## src/rtl/fmult_accum_seq.sv

```systemverilog
// Predictor tap sequencer for a shared FMULT unit: issues b1..b6, a2, a1 over a
// valid/ready handshake and sums the returned products into SEZ and SE.
module fmult_accum_seq #(
    parameter int unsigned TIMEOUT = 15
) (
    input  logic        clk,
    input  logic        reset,
    input  logic        start,
    output logic        busy,
    output logic        done,
    output logic        err,
    output logic [2:0]  tap_idx,
    output logic        tap_vld,
    input  logic        tap_rdy,
    input  logic [15:0] wan,
    input  logic        wan_vld,
    output logic [14:0] sez,
    output logic [14:0] se
);

    typedef enum logic [1:0] {
        IDLE  = 2'd0,
        ISSUE = 2'd1,
        DRAIN = 2'd2,
        DONE  = 2'd3
    } state_t;

    localparam logic [7:0] TIMEOUT_C = 8'(TIMEOUT);

    state_t      state_r;
    state_t      state_s;
    logic [3:0]  icnt_r;
    logic [3:0]  icnt_s;
    logic [3:0]  rcnt_r;
    logic [3:0]  rcnt_s;
    logic [15:0] acc_r;
    logic [15:0] acc_s;
    logic [15:0] sum_s;
    logic [14:0] sezi_r;
    logic [14:0] sezi_s;
    logic [7:0]  tcnt_r;
    logic [7:0]  tcnt_s;
    logic [3:0]  icnt_eff_s;
    logic        active_s;
    logic        xfer_s;
    logic        ret_s;
    logic        err_s;

    // Next-state, counters and accumulator update.
    always_comb begin
        state_s    = state_r;
        icnt_s     = icnt_r;
        rcnt_s     = rcnt_r;
        acc_s      = acc_r;
        sezi_s     = sezi_r;
        tcnt_s     = tcnt_r;
        err_s      = 1'b0;
        active_s   = (state_r == ISSUE) || (state_r == DRAIN);
        xfer_s     = (state_r == ISSUE) && tap_vld && tap_rdy;
        // A product may return in the same cycle its tap is accepted.
        icnt_eff_s = icnt_r + {3'd0, xfer_s};
        ret_s      = active_s && wan_vld && (rcnt_r < icnt_eff_s);
        sum_s      = acc_r + wan;

        case (state_r)
            IDLE: begin
                if (start) begin
                    state_s = ISSUE;
                    icnt_s  = 4'd0;
                    rcnt_s  = 4'd0;
                    acc_s   = 16'd0;
                    sezi_s  = 15'd0;
                    tcnt_s  = 8'd0;
                end else begin
                    state_s = IDLE;
                end
            end
            ISSUE, DRAIN: begin
                icnt_s = icnt_eff_s;
                if (ret_s) begin
                    acc_s  = sum_s;
                    rcnt_s = rcnt_r + 4'd1;
                    if (rcnt_r == 4'd5) begin
                        sezi_s = sum_s[15:1];
                    end else begin
                        sezi_s = sezi_r;
                    end
                end else begin
                    acc_s  = acc_r;
                    rcnt_s = rcnt_r;
                end
                // Only cycles with products owed and none arriving advance the timer.
                if (wan_vld) begin
                    tcnt_s = 8'd0;
                end else if (rcnt_r < icnt_r) begin
                    tcnt_s = tcnt_r + 8'd1;
                end else begin
                    tcnt_s = tcnt_r;
                end
                if (rcnt_s == 4'd8) begin
                    state_s = DONE;
                end else if (tcnt_s == TIMEOUT_C) begin
                    state_s = DONE;
                    err_s   = 1'b1;
                end else if (xfer_s && (icnt_r == 4'd7)) begin
                    state_s = DRAIN;
                end else begin
                    state_s = state_r;
                end
            end
            DONE: begin
                state_s = IDLE;
            end
            default: begin
                state_s = IDLE;
            end
        endcase
    end

    // State, counters and accumulator registers.
    always_ff @(posedge clk or posedge reset) begin
        if (reset) begin
            state_r <= IDLE;
            icnt_r  <= 4'd0;
            rcnt_r  <= 4'd0;
            acc_r   <= 16'd0;
            sezi_r  <= 15'd0;
            tcnt_r  <= 8'd0;
        end else begin
            state_r <= state_s;
            icnt_r  <= icnt_s;
            rcnt_r  <= rcnt_s;
            acc_r   <= acc_s;
            sezi_r  <= sezi_s;
            tcnt_r  <= tcnt_s;
        end
    end

    // Registered control outputs decoded from the next state.
    always_ff @(posedge clk or posedge reset) begin
        if (reset) begin
            busy    <= 1'b0;
            done    <= 1'b0;
            err     <= 1'b0;
            tap_vld <= 1'b0;
            tap_idx <= 3'd0;
        end else begin
            busy    <= (state_s != IDLE);
            done    <= (state_s == DONE);
            err     <= err_s;
            tap_vld <= (state_s == ISSUE);
            tap_idx <= (state_s == ISSUE) ? icnt_s[2:0] : 3'd0;
        end
    end

    // Estimates publish at the end of a successful DONE cycle only.
    always_ff @(posedge clk or posedge reset) begin
        if (reset) begin
            sez <= 15'd0;
            se  <= 15'd0;
        end else if ((state_r == DONE) && !err) begin
            sez <= sezi_r;
            se  <= acc_r[15:1];
        end else begin
            sez <= sez;
            se  <= se;
        end
    end

endmodule

```

## config.mk

```make
export PLATFORM = sky130hd
export DESIGN_NAME = fmult_accum_seq
export DESIGN_NICKNAME = d
export VERILOG_FILES = /design/src/rtl/fmult_accum_seq.sv
export SDC_FILE = /design/constraint.sdc
export NUM_CORES = 1
export LEC_CHECK = 0
export CORE_ASPECT_RATIO = 2
export CORE_MARGIN = 2
export CORE_UTILIZATION = 30
export DETAILED_ROUTE_END_ITERATION = 6
export PLACE_DENSITY_LB_ADDON = 0.3
export SLEW_MARGIN = 20
export SYNTH_ARGS = -nofsm -noshare
export SYNTH_HDL_FRONTEND = slang
export SYNTH_SLANG_ARGS = --single-unit
export TNS_END_PERCENT = 5
```

## constraint.sdc

```tcl
create_clock -name clk -period 2.9 [get_ports clk]
set_input_delay 0.435 -clock clk [delete_from_list [all_inputs] [get_ports clk]]
set_output_delay 0.435 -clock clk [all_outputs]
set_load 0.005 [all_outputs]
```

==> flow_metrics.py, run 1 <==
metrics = {
    "power_and_ir_drop": {
        "power_density_mw_per_mm2": 650,
        "vdd_drop_max_mv": 0.329,
        "power.total_mw": 4.00,
        "cellLeakagePower_nw": 2.84,
    },
    "final_layout": {
        "fin_cells": 753,
        "final_util_pct": 41.5,
        "drive_gt1_share_pct": 19.7,
        "syn2layout_area_growth_pct": 34.9,
        "n_antenna_cell": 0,
        "nNetsFinal": 604,
    },
    "floorplan": {
        "boundaryPins": 58,
        "coreArea_mm2": 0.0148,
        "rows": 63,
        "die-width_um": 91.2,
        "die_area_mm2": 0.0163,
        "fp.dieH_um": 178,
        "initial_utilization_pct": 30.8,
    },
    "global_routing": {
        "grt_max_degree": 43,
        "grtUsageTotal_pct": 15.4,
        "antenna_found_initial": 0,
        "grt_pass1_vias": 3964,
        "grt_pass1_wl_um": 19500,
        "gr-total-overflow": 0,
    },
    "placement": {
        "hpwl_um": 9350,
        "routabilityCongestion": 0.902,
        "port_buffers": 57,
        "post-place-ws_ns": -0.571,
        "post-place-cells": 730,
    },
    "run": {
        "cap_viol_max_count": 0,
    },
    "synthesis": {
        "synthArstFlopShare_pct": 100,
        "synth_most_common_cell": "dfrtp_1",
        "synth_area_mm2": 0.00456,
        "synth_commonest_cells": "dfrtp_1 (86), nand2_1 (61), o21ai_1 (40), ha_1 (29), a21oi_1 (21)",
        "yosys_most_used_dff": "dfrtp_1",
        "ys_ff_latch": 86,
        "synth_edf_count": 0,
        "yosysUniqueCellTypes": 58,
        "yosysWarnings": 0,
        "syn_inst": 447,
        "synthTopCellsByArea": "dfrtp_1 (47%), ha_1 (8.0%), nand2_1 (5.0%)",
        "seq_area_frac_synth_pct": 47.2,
        "synth_largest_area_cell": "dfrtp_1",
        "synth_nets": 498,
        "synth_top_area_share_pct": 47.2,
        "avgSynthCellArea_um2": 10.2,
    },
    "sta": {
        "fin_skew_ns": 0.00891,
        "rsz0062_at_grt": "yes",
        "finalHoldViolations": 0,
        "layout_setup_ws_ns": -0.0913,
        "relSlewSlack_pct": 55.5,
        "fin_crit_ns": 2.99,
        "period_share_pct": 103,
        "fin_setup_tns_ns": -0.320,
        "tightest_slew_ns": 0.663,
        "drv_slew": 0,
        "final-setup-viol-count": 9,
        "max_freq_mhz": 334,
    },
    "cts": {
        "cts_sinks": 86,
        "cts_max_path_buffers": 2,
        "root_buffer": "clkbuf_16",
        "cts_tree": "built",
        "clk_latency_ns": 0.34,
        "h-tree-depth": 3,
        "clk_pin_slew_ns": 0.06,
        "cts_buffers": 9,
    },
    "drt": {
        "drt_first_pass_iters": 4,
        "routedWlPerCell_um": 16.1,
        "drt_iter0_drc": 159,
        "wl_um": 12100,
        "ant_nets": 0,
        "vias_per_cell": 5.04,
        "via_count": 3798,
        "drc": 0,
    },
    "outcome": {
        "failed_checks": "setup timing",
        "status": "finished with violations",
    },
    "worst_setup_path": {
        "r2r-start": "state_r[1]",
        "critical_path_arrival_ns": 3.26,
        "crit_type": "reg -> reg",
        "critical_path_peak_fanout": 3,
        "crit_path_start_kind": "flop",
        "end_kind": "flop",
        "required_ns": 3.16,
        "cp-startpoint": "state_r[1]",
    },
    "min_path": {
        "min-delay-path-class": "in -> async",
    },
}
layer usage:
layer / track usage, % / vias up / wire length, um
met5: 0 / - / 0
met4: 7.70 / 0 / 465
met3: 2.15 / 33 / 269
met2: 31.9 / 72 / 7180
met1: 14.0 / 1864 / 4180
li1: - / 1829 / -
cell usage in the layout, fill, tap and decap left out, types with 3 or more instances in the layout:
cell,count
inv_2,5
ha_4,4
a211oi_1,4
ha_1,25
buf_6,5
a22o_1,4
a21o_1,7
inv_1,14
nand2b_1,6
o31ai_1,4
nor2_1,12
nor3_1,7
a21boi_1,3
clkdlybuf4s50_1,57
nand2_1,61
clkbuf_8,3
o21a_1,3
xor2_1,5
a31oi_1,6
a21oi_1,20
buf_4,46
clkbuf_16,9
mux2_2,16
xnor2_1,11
and3_1,4
nor4_1,3
o21ai_0,3
o21ai_1,39
mux2_1,17
o211ai_1,4
dfrtp_1,86
nand3_1,12
cell families after synthesis:
family	Yosys count	share of synthesized area, %
flops	86	47.2
compound gates	122	17.1
fa+ha+maj	30	8.39
mux	34	8.37
simple gates	124	12.9
xor+xnor	17	3.26
buf+inv	34	2.80
worst max-delay path, cell delays in order, from the launching register on:
cell      delay, ns
dfrtp_1        0.38
inv_2          0.08
ha_4           0.12
and3_4         0.19
ha_4           0.15
ha_4           0.13
xor2_2         0.15
inv_1          0.06
ha_1           0.26
o21a_1         0.22
a211oi_2       0.32
nand3_1        0.15
o22a_2         0.26
buf_6          0.13
a31o_1         0.19
a21oi_1        0.12
sequential cells by signal, summed over array words and instances (netlist names):
register	cells
state_r	2
tap_idx	3
sezi_r	15
busy	1
done	1
tcnt_r	8
err	1
se	15
acc_r	16
sez	15
tap_vld	1
icnt_r	4
rcnt_r	4
area by class of cell:
type / count / area, um2
multi-input cells: 327 / 2390
inverters: 20 / 76.3
clock inverters: 4 / 30.0
well taps: 195 / 244
fillers: 1478 / 8660
clock buffers: 12 / 267
flip-flops and latches: 86 / 2150
repair buffers: 109 / 992
per-stage QoR:
| stage | hold WS, ns | cell area (um2) |
|---|---|---|
| finish | 0.455 | 6150 |
| CTS | 0.470 | 6080 |
| global route | 0.502 | 6150 |
| floorplan | 0.441 | 4560 |
| detailed placement | 0.467 | 5680 |
| global placement | 0.461 | 5680 |
path summary, 6_finish.rpt:
| check | to | slack (ns) | depth (start not counted) |
|---|---|---|---|
| min | se[1] | 0.45 | 2 |
| max | done | -0.09 | 15 |
| max reg2reg | done | -0.09 | 15 |
| min reg2reg | sezi_r[5] | 0.48 | 2 |
| max in group asynchronous | se[2] | 1.81 | 3 |
| min in group clk | sezi_r[5] | 0.48 | 2 |
repair_timing:
item / CTS / global route
hold buffers: 0 / 0
setup buffers: 4 / 3
pin swaps: 10 / 13
endpoints found under the hold margin: 0 / 0
endpoints found under the setup margin: 31 / 20
gates resized for setup: 14 / 13
report_power, final:
part | switching, mW | internal (mW) | total, mW
Clock | 0.468 | 0.652 | 1.12
Sequential | 0.144 | 1.38 | 1.52
Combinational | 0.723 | 0.632 | 1.36
No activity file was read; power rests on OpenSTA's default activity.
==> run 2: changes to the inputs <==
--- a/config.mk
+++ b/config.mk
@@ -6,8 +6,9 @@
 export NUM_CORES = 1
 export LEC_CHECK = 0
 export CORE_ASPECT_RATIO = 2
-export CORE_MARGIN = 2
+export CORE_MARGIN = 5
 export CORE_UTILIZATION = 30
+export CTS_BUF_LIST = sky130_fd_sc_hd__clkbuf_4
 export DETAILED_ROUTE_END_ITERATION = 6
 export PLACE_DENSITY_LB_ADDON = 0.3
 export SLEW_MARGIN = 20
==> flow_metrics.py, run 2 (same netlist as run 1, synthesis figures left out) <==
metrics = {
    "outcome": {
        "status": "finished with violations",
        "failed_checks": "setup timing",
    },
    "drt": {
        "drc": 0,
        "vias_per_cell": 4.98,
        "wl_met3_um": 339,
        "drt_first_pass_iters": 4,
        "via_count": 3743,
        "routedWlPerCell_um": 16.0,
        "top_layer": "met4",
        "wl_um": 12100,
        "ant_nets": 0,
        "drt_iter0_drc": 103,
        "wl_met2_um": 7340,
        "wl_met1_um": 4090,
    },
    "final_layout": {
        "drive_gt1_share_pct": 21.6,
        "seqCellArea_mm2": 0.00215,
        "multiInputGateArea_mm2": 0.00247,
        "largest_reg_flops": 16,
        "final_util_pct": 40.9,
        "stdcell_area_mm2": 0.00609,
        "syn2layout_area_growth_pct": 33.4,
        "top_register": "acc_r",
        "layout_commonest_cell": "dfrtp_1",
        "nNetsFinal": 602,
        "fillCellCount": 1441,
        "layout_common_cells": "dfrtp_1 (86), nand2_1 (59), clkdlybuf4s50_1 (57)",
    },
    "placement": {
        "routabilityCongestion": 0.874,
        "placed_cell_area_mm2": 0.00568,
        "hpwl_um": 9330,
        "port_buffers": 57,
        "post-place-ws_ns": -0.586,
    },
    "sta": {
        "fin_skew_ns": 0.0106,
        "max_freq_mhz": 334,
        "relSlewSlack_pct": 60.7,
        "finalHoldViolations": 0,
        "tightest_slew_ns": 0.582,
        "layout_setup_ws_ns": -0.0901,
        "fin_crit_ns": 2.99,
        "drv_slew": 0,
        "fin_setup_tns_ns": -0.469,
        "final-setup-viol-count": 10,
        "period_share_pct": 103,
        "rsz0062_at_grt": "yes",
    },
    "cts": {
        "clk_latency_ns": 0.44,
        "cts_buffers": 9,
        "cts_sinks": 86,
        "h-tree-depth": 3,
        "cts_max_path_buffers": 2,
        "cts_tree": "built",
        "cts-hold-fix-buffers": 0,
        "clk_pin_slew_ns": 0.15,
        "root_buffer": "clkbuf_4",
    },
    "floorplan": {
        "die_area_mm2": 0.0179,
        "fp.dieH_um": 184,
        "coreArea_mm2": 0.0149,
        "initial_utilization_pct": 30.6,
        "die-width_um": 97.2,
        "rows": 63,
        "boundaryPins": 58,
    },
    "worst_setup_path": {
        "crit_path_start_kind": "flop",
        "cp-startpoint": "state_r[1]",
        "worstPathCellList": "inv_2 > ha_4 > and3_4 > ha_4 > ha_4 > xor2_2 > inv_1 > ha_2 > o21a_4 > a211oi_4 > a2bb2oi_2 > o22a_2 > a311o_1 > a21oi_2",
        "required_ns": 3.28,
        "crit_type": "reg -> reg",
        "max_stage_delay_ns": 0.42,
        "cp_slowest_cell": "dfrtp_1",
        "cp_num_buf_inv": 2,
        "crit_family": "compound AO/OA/AOI/OAI gates",
        "r2r-start": "state_r[1]",
        "critical_path_peak_fanout": 4,
        "critical_path_arrival_ns": 3.37,
        "critPathMostFrequentCell": "ha_4",
        "end_kind": "flop",
    },
    "min_path": {
        "min-delay-path-class": "in -> async",
    },
    "global_routing": {
        "grt_max_degree": 37,
        "grt_pass1_wl_um": 19600,
        "grtUsageTotal_pct": 13.6,
        "grt_pass1_vias": 4048,
        "gr-total-overflow": 0,
        "antenna_found_initial": 1,
    },
    "power_and_ir_drop": {
        "cellLeakagePower_nw": 2.77,
        "vdd_drop_max_mv": 0.223,
        "power.total_mw": 3.62,
        "power_density_mw_per_mm2": 594,
    },
    "run": {
        "cap_viol_max_count": 0,
    },
}
==> run 2: per-stage QoR <==
stage | std cells | hold WS (ns)
floorplan | 447 | 0.441
global placement | 727 | 0.456
detailed placement | 727 | 0.470
CTS | 748 | 0.316
global route | 752 | 0.329
finish | 752 | 0.329
==> run 2: worst paths after layout <==
| path | end | slack (ns) | depth (start not counted) |
|---|---|---|---|
| setup / recovery | done | -0.09 | 14 |
| hold / removal | sez[14] | 0.33 | 2 |
| setup reg to reg | done | -0.09 | 14 |
| hold reg to reg | sezi_r[6] | 0.50 | 2 |
| max in group asynchronous | busy | 1.86 | 3 |
| min in group clk | sezi_r[6] | 0.50 | 2 |
==> run 2: report_power, final <==
group | switching, mW | internal (mW)
clock | 0.453 | 0.272
combinational | 0.723 | 0.647
sequential | 0.149 | 1.37
==> run 2: layout make-up <==
class	count	share of cell area [%]
Multi-Input combinational cell	327	40.5
Sequential cell	86	35.4
Timing Repair Buffer	107	16.4
Tap cell	195	4.01
Clock inverter	7	1.32
Inverter	20	1.25
Clock buffer	9	1.11
Antenna cell	1	0.0411
==> run 2: worst reg2reg max path: stages, from the launching register on <==
cell       delay (ns)
dfrtp_1          0.42
inv_2            0.09
ha_4             0.13
and3_4           0.19
ha_4             0.14
ha_4             0.13
xor2_2           0.16
inv_1            0.07
ha_2             0.27
o21a_4           0.22
a211oi_4         0.30
a2bb2oi_2        0.09
o22a_2           0.26
a311o_1          0.32
a21oi_2          0.15
==> run 2: what timing repair did <==
action	CTS	global route
gates resized for setup	13	27
hold endpoints to repair	0	0
pin swaps	6	15
setup endpoints to repair	32	32
setup buffers	5	3
==> run 2: layer usage <==
metal  vias up  global-route usage [%]
met4         0                    4.84
met5         -                       0
li1       1824                       -
met2        55                    29.2
met1      1846                    12.1
met3        18                    2.31
